<file path="config.mk">
export PLATFORM = sky130hd
export DESIGN_NAME = conv_result_writer_flat
export DESIGN_NICKNAME = d
export VERILOG_FILES = /design/src/rtl/conv_result_writer_pkg.sv /design/src/rtl/conv_result_writer_if.sv /design/src/rtl/conv_mac9.sv /design/src/rtl/conv_result_writer.sv /design/src/flat_wrapper.sv
export SDC_FILE = /design/constraint.sdc
export NUM_CORES = 1
export LEC_CHECK = 0
export CELL_PAD_IN_SITES_DETAIL_PLACEMENT = 1
export CELL_PAD_IN_SITES_GLOBAL_PLACEMENT = 2
export CORE_MARGIN = 8
export CORE_UTILIZATION = 37
export DETAILED_ROUTE_END_ITERATION = 6
export PLACE_DENSITY = 0.95
export SYNTH_ARGS = -nofsm -noshare
export SYNTH_HDL_FRONTEND = slang
export SYNTH_SLANG_ARGS = --single-unit
</file>
<file path="constraint.sdc">
create_clock -name clk -period 22.2 [get_ports clk]
set_input_delay 2.22 -clock clk [delete_from_list [all_inputs] [get_ports clk]]
set_output_delay 2.22 -clock clk [all_outputs]
set_load 0.05 [all_outputs]
</file>
<file path="src/rtl/conv_result_writer_pkg.sv">
// Shared constants and state encoding for the 3x3 convolution datapath.
// Also used by the pixel address generator (IMG_DIM, KSIZE).
package conv_result_writer_pkg;

    localparam int IMG_DIM    = 32;
    localparam int OUT_DIM    = IMG_DIM - 2;
    localparam int NUM_WIN    = OUT_DIM * OUT_DIM;
    localparam int KSIZE      = 9;
    localparam int PIX_W      = 8;
    localparam int WGT_W      = 8;
    localparam int ACC_W      = PIX_W + WGT_W + 1 + 4;
    localparam int OUT_W      = 8;
    localparam int RES_ADDR_W = $clog2(NUM_WIN);

    typedef enum logic [1:0] {
        S_IDLE,
        S_ACCUM,
        S_DONE
    } state_t;

endpackage

</file>
<file path="src/rtl/conv_result_writer_if.sv">
// Pixel return stream in, result memory write port out.
// slave = result writer side, master = memory/environment side.
interface conv_result_writer_if #(
    parameter int PIX_W      = conv_result_writer_pkg::PIX_W,
    parameter int OUT_W      = conv_result_writer_pkg::OUT_W,
    parameter int RES_ADDR_W = conv_result_writer_pkg::RES_ADDR_W
);

    logic                  pix_valid;
    logic [PIX_W-1:0]      pix_data;
    logic                  res_wr_en;
    logic [RES_ADDR_W-1:0] res_addr;
    logic [OUT_W-1:0]      res_data;

    modport slave (
        input  pix_valid,
        input  pix_data,
        output res_wr_en,
        output res_addr,
        output res_data
    );

    modport master (
        output pix_valid,
        output pix_data,
        input  res_wr_en,
        input  res_addr,
        input  res_data
    );

endinterface

</file>
<file path="src/rtl/conv_mac9.sv">
// Nine-tap multiply/accumulate: tap counter, weight select, load/accumulate.
// sum/sum_valid are combinational so the caller can register the result.
module conv_mac9 #(
    parameter int PIX_W = conv_result_writer_pkg::PIX_W,
    parameter int WGT_W = conv_result_writer_pkg::WGT_W,
    parameter int ACC_W = conv_result_writer_pkg::ACC_W
) (
    input  logic                    clk,
    input  logic                    reset,
    input  logic                    en,
    input  logic                    clr,
    input  logic [conv_result_writer_pkg::KSIZE*WGT_W-1:0] kernel,
    input  logic                    pix_valid,
    input  logic [PIX_W-1:0]        pix_data,
    output logic                    sum_valid,
    output logic signed [ACC_W-1:0] sum
);
    import conv_result_writer_pkg::*;

    logic [3:0]              tap;
    logic signed [ACC_W-1:0] acc;
    logic signed [ACC_W-1:0] px_ext;
    logic signed [ACC_W-1:0] w_ext;
    logic signed [ACC_W-1:0] prod;
    logic signed [WGT_W-1:0] w;
    logic                    accept;
    logic                    last;

    assign w      = kernel[tap*WGT_W +: WGT_W];
    assign px_ext = ACC_W'({1'b0, pix_data});
    assign w_ext  = ACC_W'(w);
    assign prod   = px_ext * w_ext;
    assign accept = en & pix_valid;
    assign last   = (tap == 4'(KSIZE - 1));

    // Tap 0 loads rather than adds so windows can run back to back.
    assign sum       = (tap == '0) ? prod : acc + prod;
    assign sum_valid = accept & last;

    always_ff @(posedge clk or negedge reset) begin
        if (!reset) begin
            tap <= '0;
            acc <= '0;
        end else if (clr) begin
            tap <= '0;
            acc <= '0;
        end else if (accept) begin
            acc <= sum;
            tap <= last ? '0 : tap + 4'd1;
        end
    end

endmodule

</file>
<file path="src/rtl/conv_result_writer.sv">
// Convolution result writer: MAC, shift/ReLU/saturate, result memory writes.
// One write per window to sequential addresses, then holds done until start drops.
module conv_result_writer #(
    parameter int PIX_W      = conv_result_writer_pkg::PIX_W,
    parameter int WGT_W      = conv_result_writer_pkg::WGT_W,
    parameter int ACC_W      = conv_result_writer_pkg::ACC_W,
    parameter int OUT_W      = conv_result_writer_pkg::OUT_W,
    parameter int SHIFT      = 0,
    parameter int NUM_WIN    = conv_result_writer_pkg::NUM_WIN,
    parameter int RES_ADDR_W = conv_result_writer_pkg::RES_ADDR_W
) (
    input  logic clk,
    input  logic reset,
    input  logic start,
    input  logic [conv_result_writer_pkg::KSIZE*WGT_W-1:0] kernel,
    conv_result_writer_if.slave bus,
    output logic busy,
    output logic done
);
    import conv_result_writer_pkg::*;

    localparam logic signed [ACC_W-1:0] SAT_MAX = ACC_W'((1 << OUT_W) - 1);

    state_t                  state;
    state_t                  state_n;
    logic                    sum_valid;
    logic signed [ACC_W-1:0] sum;
    logic signed [ACC_W-1:0] shifted;
    logic [OUT_W-1:0]        res_next;
    logic [RES_ADDR_W-1:0]   win_cnt;
    logic                    frame_go;
    logic                    last_wr;

    assign frame_go = (state == S_IDLE) && start;
    assign last_wr  = bus.res_wr_en
                   && (win_cnt == RES_ADDR_W'(NUM_WIN - 1));

    conv_mac9 #(
        .PIX_W (PIX_W),
        .WGT_W (WGT_W),
        .ACC_W (ACC_W)
    ) u_mac (
        .clk       (clk),
        .reset     (reset),
        .en        (state == S_ACCUM),
        .clr       (frame_go),
        .kernel    (kernel),
        .pix_valid (bus.pix_valid),
        .pix_data  (bus.pix_data),
        .sum_valid (sum_valid),
        .sum       (sum)
    );

    assign shifted = sum >>> SHIFT;

    always_comb begin
        res_next = '0;
        unique case (1'b1)
            shifted[ACC_W-1]:    res_next = '0;
            (shifted > SAT_MAX): res_next = '1;
            default:             res_next = shifted[OUT_W-1:0];
        endcase
    end

    always_comb begin
        state_n = state;
        unique case (state)
            S_IDLE:  if (start)   state_n = S_ACCUM;
            S_ACCUM: if (last_wr) state_n = S_DONE;
            S_DONE:  if (!start)  state_n = S_IDLE;
            default:              state_n = S_IDLE;
        endcase
    end

    always_ff @(posedge clk or negedge reset) begin
        if (!reset) state <= S_IDLE;
        else        state <= state_n;
    end

    always_ff @(posedge clk or negedge reset) begin
        if (!reset) begin
            bus.res_wr_en <= 1'b0;
            bus.res_addr  <= '0;
            bus.res_data  <= '0;
        end else begin
            bus.res_wr_en <= sum_valid;
            if (sum_valid) begin
                bus.res_addr <= win_cnt;
                bus.res_data <= res_next;
            end
        end
    end

    // Advances as each strobe retires, well before the next window completes.
    always_ff @(posedge clk or negedge reset) begin
        if (!reset)             win_cnt <= '0;
        else if (frame_go)      win_cnt <= '0;
        else if (bus.res_wr_en) win_cnt <= win_cnt + 1'b1;
    end

    assign busy = (state == S_ACCUM);
    assign done = (state == S_DONE);

endmodule

</file>
<file path="src/flat_wrapper.sv">
// flat-port wrapper written by rule: the top's interface ports become plain ports
module conv_result_writer_flat import conv_result_writer_pkg::*;
#(
    parameter int PIX_W      = conv_result_writer_pkg::PIX_W,
    parameter int WGT_W      = conv_result_writer_pkg::WGT_W,
    parameter int ACC_W      = conv_result_writer_pkg::ACC_W,
    parameter int OUT_W      = conv_result_writer_pkg::OUT_W,
    parameter int SHIFT      = 0,
    parameter int NUM_WIN    = conv_result_writer_pkg::NUM_WIN,
    parameter int RES_ADDR_W = conv_result_writer_pkg::RES_ADDR_W
)
  (clk, reset, start, kernel, busy, done, bus_pix_valid, bus_pix_data, bus_res_wr_en, bus_res_addr, bus_res_data);
  conv_result_writer_if #(.PIX_W(PIX_W), .OUT_W(OUT_W), .RES_ADDR_W(RES_ADDR_W)) bus_i ();
  input  logic clk;
  input  logic reset;
  input  logic start;
  input  logic [conv_result_writer_pkg::KSIZE*WGT_W-1:0] kernel;
  output logic busy;
  output logic done;
  input wire logic [$bits(bus_i.pix_valid)-1:0] bus_pix_valid;
  input wire logic [$bits(bus_i.pix_data)-1:0] bus_pix_data;
  output wire logic [$bits(bus_i.res_wr_en)-1:0] bus_res_wr_en;
  output wire logic [$bits(bus_i.res_addr)-1:0] bus_res_addr;
  output wire logic [$bits(bus_i.res_data)-1:0] bus_res_data;
  assign bus_i.pix_valid = bus_pix_valid;
  assign bus_i.pix_data = bus_pix_data;
  assign bus_res_wr_en = bus_i.res_wr_en;
  assign bus_res_addr = bus_i.res_addr;
  assign bus_res_data = bus_i.res_data;
  conv_result_writer #(.PIX_W(PIX_W), .WGT_W(WGT_W), .ACC_W(ACC_W), .OUT_W(OUT_W), .SHIFT(SHIFT), .NUM_WIN(NUM_WIN), .RES_ADDR_W(RES_ADDR_W)) u_core (.clk(clk), .reset(reset), .start(start), .kernel(kernel), .bus(bus_i), .busy(busy), .done(done));
endmodule
</file>
---- After elaboration in Yosys (flattened, before gate mapping) ----
Index checks and enable logic that the tools add are counted.
cells by class
  add/subtract/negate cells ............... 3
  bitwise logic cells ..................... 2
  muxes and demuxes ....................... 13
  reduce and logical (&&, ||, !) cells .... 7
  eq/ne operators ......................... 7
  $mul .................................... 1
  shifts and indexed selects .............. 1
  order comparisons ....................... 1
operator list
  cell                                                                     count
  72-bit by 8-bit variable part select with 8-bit output                   1
  21-bit two-way mux                                                       3
  21-bit by 17-bit adder with 21-bit output                                1
  21-bit by 9-bit > comparator with 1-bit output, second input constant    1
  10-bit two-way mux                                                       2
  9-bit by 8-bit multiplier with 17-bit output                             1
  8-bit case mux with 2 select lines                                       1
  4-bit two-way mux                                                        3
  10-bit by 1-bit adder with 10-bit output, second input constant          1
  10-bit equality test, second input constant                              1
  2-bit two-way mux                                                        3
  2-bit case mux with 3 select lines                                       1
  4-bit by 1-bit adder with 4-bit output, second input constant            1
  4-bit equality test, second input constant                               1
  4-bit logical NOT                                                        1
  2-bit inequality test, second input constant                             2
  2-bit nonzero test                                                       2
  3-bit AND reduction                                                      1
  1-bit bitwise AND                                                        2
  2-bit by 1-bit equality test with 1-bit output, second input constant    1
  2-bit equality test, second input constant                               1
  1-bit logical AND                                                        2
  2-bit logical NOT                                                        1
  2-bit by 1-bit inequality test with 1-bit output, second input constant  1
storage, ports and cells
  bits of input ports ..................... 84
  register bits ........................... 56
  output and inout bits ................... 21
  word-level logic and storage cells ...... 42

---- Longest topological paths before layout ----
  depth after elaboration ................. 6
  mapped depth ............................ 34
  gate-level depth less buffers ........... 31

---- Cells and area by module ----
From an unflattened synthesis, not the netlist that was laid out.
second synthesis, totals
  cells, all modules ...................... 753
  area total of the unflattened synthesis .. 6791.5 um2
modules (own cells, without submodules)
  module              cells each  times used  sequential area each (um2)  area each (um2)
  conv_mac9           632         1           625.6                       5407.7
  conv_result_writer  121         1           775.7                       1383.8

---- Least setup slack after synthesis ----
No wires, ideal clock.
  path kind ............................... input -> register
  start ................................... in kernel[63] in the netlist's numbering
  end ..................................... reg u_core.bus.res_data[3]
  data required time ...................... 22.077 ns
  path slack .............................. 13.233 ns
  setup time .............................. 0.123 ns
  data arrival time ....................... 8.845 ns
  path buffers ............................ 1
  stages .................................. 29
  path through ............................ mux4_2 > mux2i_1 > nor2_1 > a21oi_1 > or2_2 > fa_1 > fa_1 > inv_1 > fa_1 > inv_1 > fa_1 > inv_1 > ha_1 > o211ai_1 > a21oi_1 > nor2_1 > o211ai_1 > and2_1 > ha_1 > buf_2 > nand2_1 > a21oi_1 > nor2_1 > a311oi_1 > nor2_1 > xnor2_1 > a2111oi_4 > nand4_4 > o221a_1
between the ends
  cells in the longest elaborated chain, start to end .. 6
RTL lines
  what                                                      RTL line                     source
  from (decl)                                               flat_wrapper.sv:17           input logic [conv_result_writer_pkg::KSIZE*WGT_W-1:0] kernel;
  72-bit by 8-bit variable part select with 8-bit output *  conv_mac9.sv:29              assign w = kernel[tap*WGT_W +: WGT_W];
  9-bit by 8-bit multiplier with 17-bit output *            conv_mac9.sv:32              assign prod = px_ext * w_ext;
  21-bit by 17-bit adder with 21-bit output                 conv_mac9.sv:37              assign sum = (tap == '0) ? prod : acc + prod;
  21-bit two-way mux *                                      conv_mac9.sv:37
  21-bit by 9-bit > comparator with 1-bit output            conv_result_writer.sv:60     (shifted > SAT_MAX): res_next = '1;
  8-bit case mux with 2 select lines *                      conv_result_writer.sv:58     unique case (1'b1)
  to (signal assigned)                                      conv_result_writer.sv:89     bus.res_data <= res_next;
  to (decl)                                                 conv_result_writer_if.sv:20  output res_data
Every way passes the cells marked *; elsewhere a longest branch is shown, timed or not.
A chain may end at the register's enable or synchronous reset.

---- Final worst setup path ----
  start ................................... in kernel[63] in the netlist's numbering
  end ..................................... reg u_core.bus.res_data[5]
The elaborated chain is that of the path after synthesis.

==> summary.md <==
The run finished with clean final reports. In the layout the commonest cells are 103 x clkdlybuf4s50_1, 71 x inv_1, 67 x ha_1, 56 x dfrtp_1, 55 x nand2_1. Max-cap violations in this run came to 0.

The required time at the worst-slack endpoint is 22.38 ns, and the number of nets still failing antenna checks after routing is 0. Measured along the x axis, the die boundary spans 149 um. The synthesized area divided by synthesized cell count works out to 9.28 um^2. The final estimated routing congestion in global placement came out at 0.817. The synthesized netlist devotes 17.2% of its cell area to simple gates. The number of buffers inserted during clock tree synthesis came out at 5.

The worst pin sits at a relative slew slack of 26.0%. The total routing usage reported by global routing is 17.3%. The tools report the capturing point of the worst reg2reg path as u_core.bus.res_data[5]$_DFFE_PN0P_. For the count of nets after finishing, the log shows 984. Global-route wire length before repair: 31100 um.

The final core utilization is 46.1%, and the fraction of registers with async set or reset after synthesis is 100%. The highest cell delay on the worst timing path is 0.69 ns. Entering global routing, the biggest net connects 57 pins.

Of the cells placed in the final design, the portion with a size suffix greater than 1 is 7.91%. For the number of optimization iterations in the first detailed-route pass, the log shows 4. Once routing completed, OpenROAD measured the worst setup slack at 12.06 ns.

STA classifies the critical path endpoint as a flop. The floorplan step defined a core boundary enclosing 17200 um^2. The HPWL after detailed placement was 14900 um; the proportion of synthesized chip area in sequential cells was 21.6%.

The buffer type at the clock tree root was clkbuf_16. After synthesis, the netlist uses 65 different library cells. The number of cells on the worst hold path is 1, and the final wirelength is 18600 um.

In the synthesized netlist the dominant register cell turns out to be dfrtp_1. Summing the areas of all fa, ha and maj instances in the mapped netlist gives 24.6% of the synthesized area. Pin placement for this block handled 105 I/O pins.

For the worst hold margin, the log shows 0.490 ns. In this run the cell area of the synthesized design comes to 6500 um^2. In this run the post-CTS setup repair buffer count came out at 0. TritonCTS built the clock tree. For the worst flop-to-flop path, the logic depth is 28. The clock slew at the register clock pins of the worst setup and hold paths is 0.07 ns. Measured against the total synthesized area, the mux share comes to 9.36%. The peak clock frequency supported by timing was 98.6 MHz; the number of enable flip-flop cells after synthesis was 0.

The maximum fanout count along the critical path came out at 10. The via count of the first global-routing pass is 5979. The signed area change from the synthesized netlist to the final layout is 22.3%, and the number of remaining DRC errors is 0. In this run, synthesis produced a sequential element count of 56. The floorplan step set the die height to 149 um. The routed layout has 5499 vias. The logs give 37.7% for the initial core utilization and 4740 um^2 for the area of the multi-input gates.

The path with the worst hold slack has its endpoint at u_core.u_mac.acc[8]$_DFFE_PN0P_. Kind of start point of the critical path: an input port. The cell with the largest stage delay on the worst path was a21oi_1.

The area of the die was 22100 um^2. The critical path is of the in2reg type. dfrtp_1 takes more of the synthesized area than any other cell. The run gives 0 as the total count of hold-check failures in the final report. The worst register-to-register path begins at u_core.u_mac.tap[0]$_DFFE_PN0P_.

For the final database, setup skew stands at 0.00771 ns. Setup violations remaining at the end of the flow were counted as 0. The synthesized netlist devotes 17.0% of its cell area to compound gates.

In the post-synthesis netlist, the biggest area contributors are dfrtp_1 22%, ha_1 13%, fa_1 12%, mux4_2 5.5%, and2_1 5.0%. The clock passes through at most 2 buffers. Dividing the detail-routed via count by the number of cells gives 5.39. Registers take 1400 um^2.

The startpoint of the worst hold path is u_core.u_mac.acc[8]$_DFFE_PN0P_. The register-to-register setup slack is 13.48 ns, and the part of the cycle the worst path needs is 45.7%. The worst min-delay path class is reg2reg. The detailed router's first-iteration violation count is 231, and the number of filler instances in the final layout is 1961. The worst endpoint data arrival time is 10.32 ns, and the gate count after technology mapping is 700.

The run gives 0 as the quantity of gates resized following cts. Setup repair after global routing left no endpoint under its margin. The number of buffers inserted for hold repair after clock tree synthesis is 0. After synthesis, the largest family of logic cells by area is adder cells. The shortest period the worst path allows works out to 10.14 ns. The antenna diode count is 0, and the xor-xnor portion of the synthesized cell area is 4.58%.

The average routed wire per standard cell was 18.2 um; the later-pin clock latency in the skew report was 0.30 ns. The library cell used most frequently in the layout, excluding fill and tap cells, is clkdlybuf4s50_1. For the pin with the worst max-slew slack, the measured transition is 1.10 ns. The post-place setup slack is 11.75 ns, and the proportion of netlist area held by the largest area contributor is 21.6%. When the netlist entered floorplanning its net count stood at 889. Total congestion overflow after global routing: 0. The number of antenna violations at the first check in global routing came out at 0. The sink count of the clock tree was 56. The count of warnings emitted by yosys is 0. The tools report the max-slew violation count as 0. The number of port buffers came out at 104. In the final timing run, aggregate negative setup slack is 0 ns. In this run the core area contains 48 standard-cell rows. CTS built an H-tree with a depth of 2.
==> layout make-up <==
type                    instances  area share, %
clock buffers                   6           1.62
multi-input cells             549           59.6
well taps                     225           3.54
clock inverters                 2          0.488
flip-flops and latches         56           17.6
inverters                      72           3.40
repair buffers                111           13.7
==> cells in the mapped netlist, drive strengths merged, types with 15 or more instances <==
library cell / instances
dfrtp: 56
xnor2: 18
a21oi: 45
and2: 52
xor2: 16
o21ai: 38
nor2: 45
mux4: 16
fa: 38
ha: 67
a21o: 15
inv: 72
nand2: 55
==> worst max-delay path, delay by kind of cell <==
family	cells	cell delay, ns
multiplexers	2	0.64
buffers and inverters	3	0.51
adder cells (fa/ha/maj)	6	2.89
AO/OA/AOI/OAI	9	2.90
XOR/XNOR	2	0.43
AND/OR/NAND/NOR	6	0.73
==> cells by family (layout without fill, tap and decap cells) <==
group,count (synthesis),after routing
AO/OA/AOI/OAI,160,160
adder cells (fa/ha/maj),105,105
AND/OR/NAND/NOR,211,211
buffers and inverters,95,191
multiplexers,39,39
flip-flops,56,56
XOR/XNOR,34,34
==> through the flow <==
step                instance area [um^2]  std cells
finish                              7950       1021
global route                        7950       1021
CTS                                 7950       1021
detailed placement                  7780       1013
global placement                    7780       1013
floorplan                           6500        700
==> metal layers <==
layer  up-vias  global-route usage (%)  wire length [um]
met5         -                       0                 0
met4         0                    3.82               221
met3        17                    1.98               583
met2        69                    30.9              9770
met1      2766                    21.9              7990
li1       2647                       -                 -
==> state kept, by name, indices dropped and copies added, names as in the netlist <==
name	cells
u_core.u_mac.tap	4
u_core.win_cnt	10
u_core.u_mac.acc	21
u_core.bus.res_data	8
u_core.state	2
u_core.bus.res_addr	10
u_core.bus.res_wr_en	1
==> how the worst max path moves through the flow <==
stage	startpoint	to	cells past startpoint
floorplan	kernel[63]	u_core.bus.res_data[3]$_DFFE_PN0P_	29
global placement	kernel[55]	u_core.bus.res_data[2]$_DFFE_PN0P_	29
detailed placement	kernel[63]	u_core.bus.res_data[5]$_DFFE_PN0P_	28
CTS	kernel[63]	u_core.bus.res_data[5]$_DFFE_PN0P_	28
global route	kernel[63]	u_core.bus.res_data[5]$_DFFE_PN0P_	28
finish	kernel[63]	u_core.bus.res_data[5]$_DFFE_PN0P_	28
Power is not shown: default switching activity piles up to over one toggle a cycle in this logic, so the estimate is an artifact.
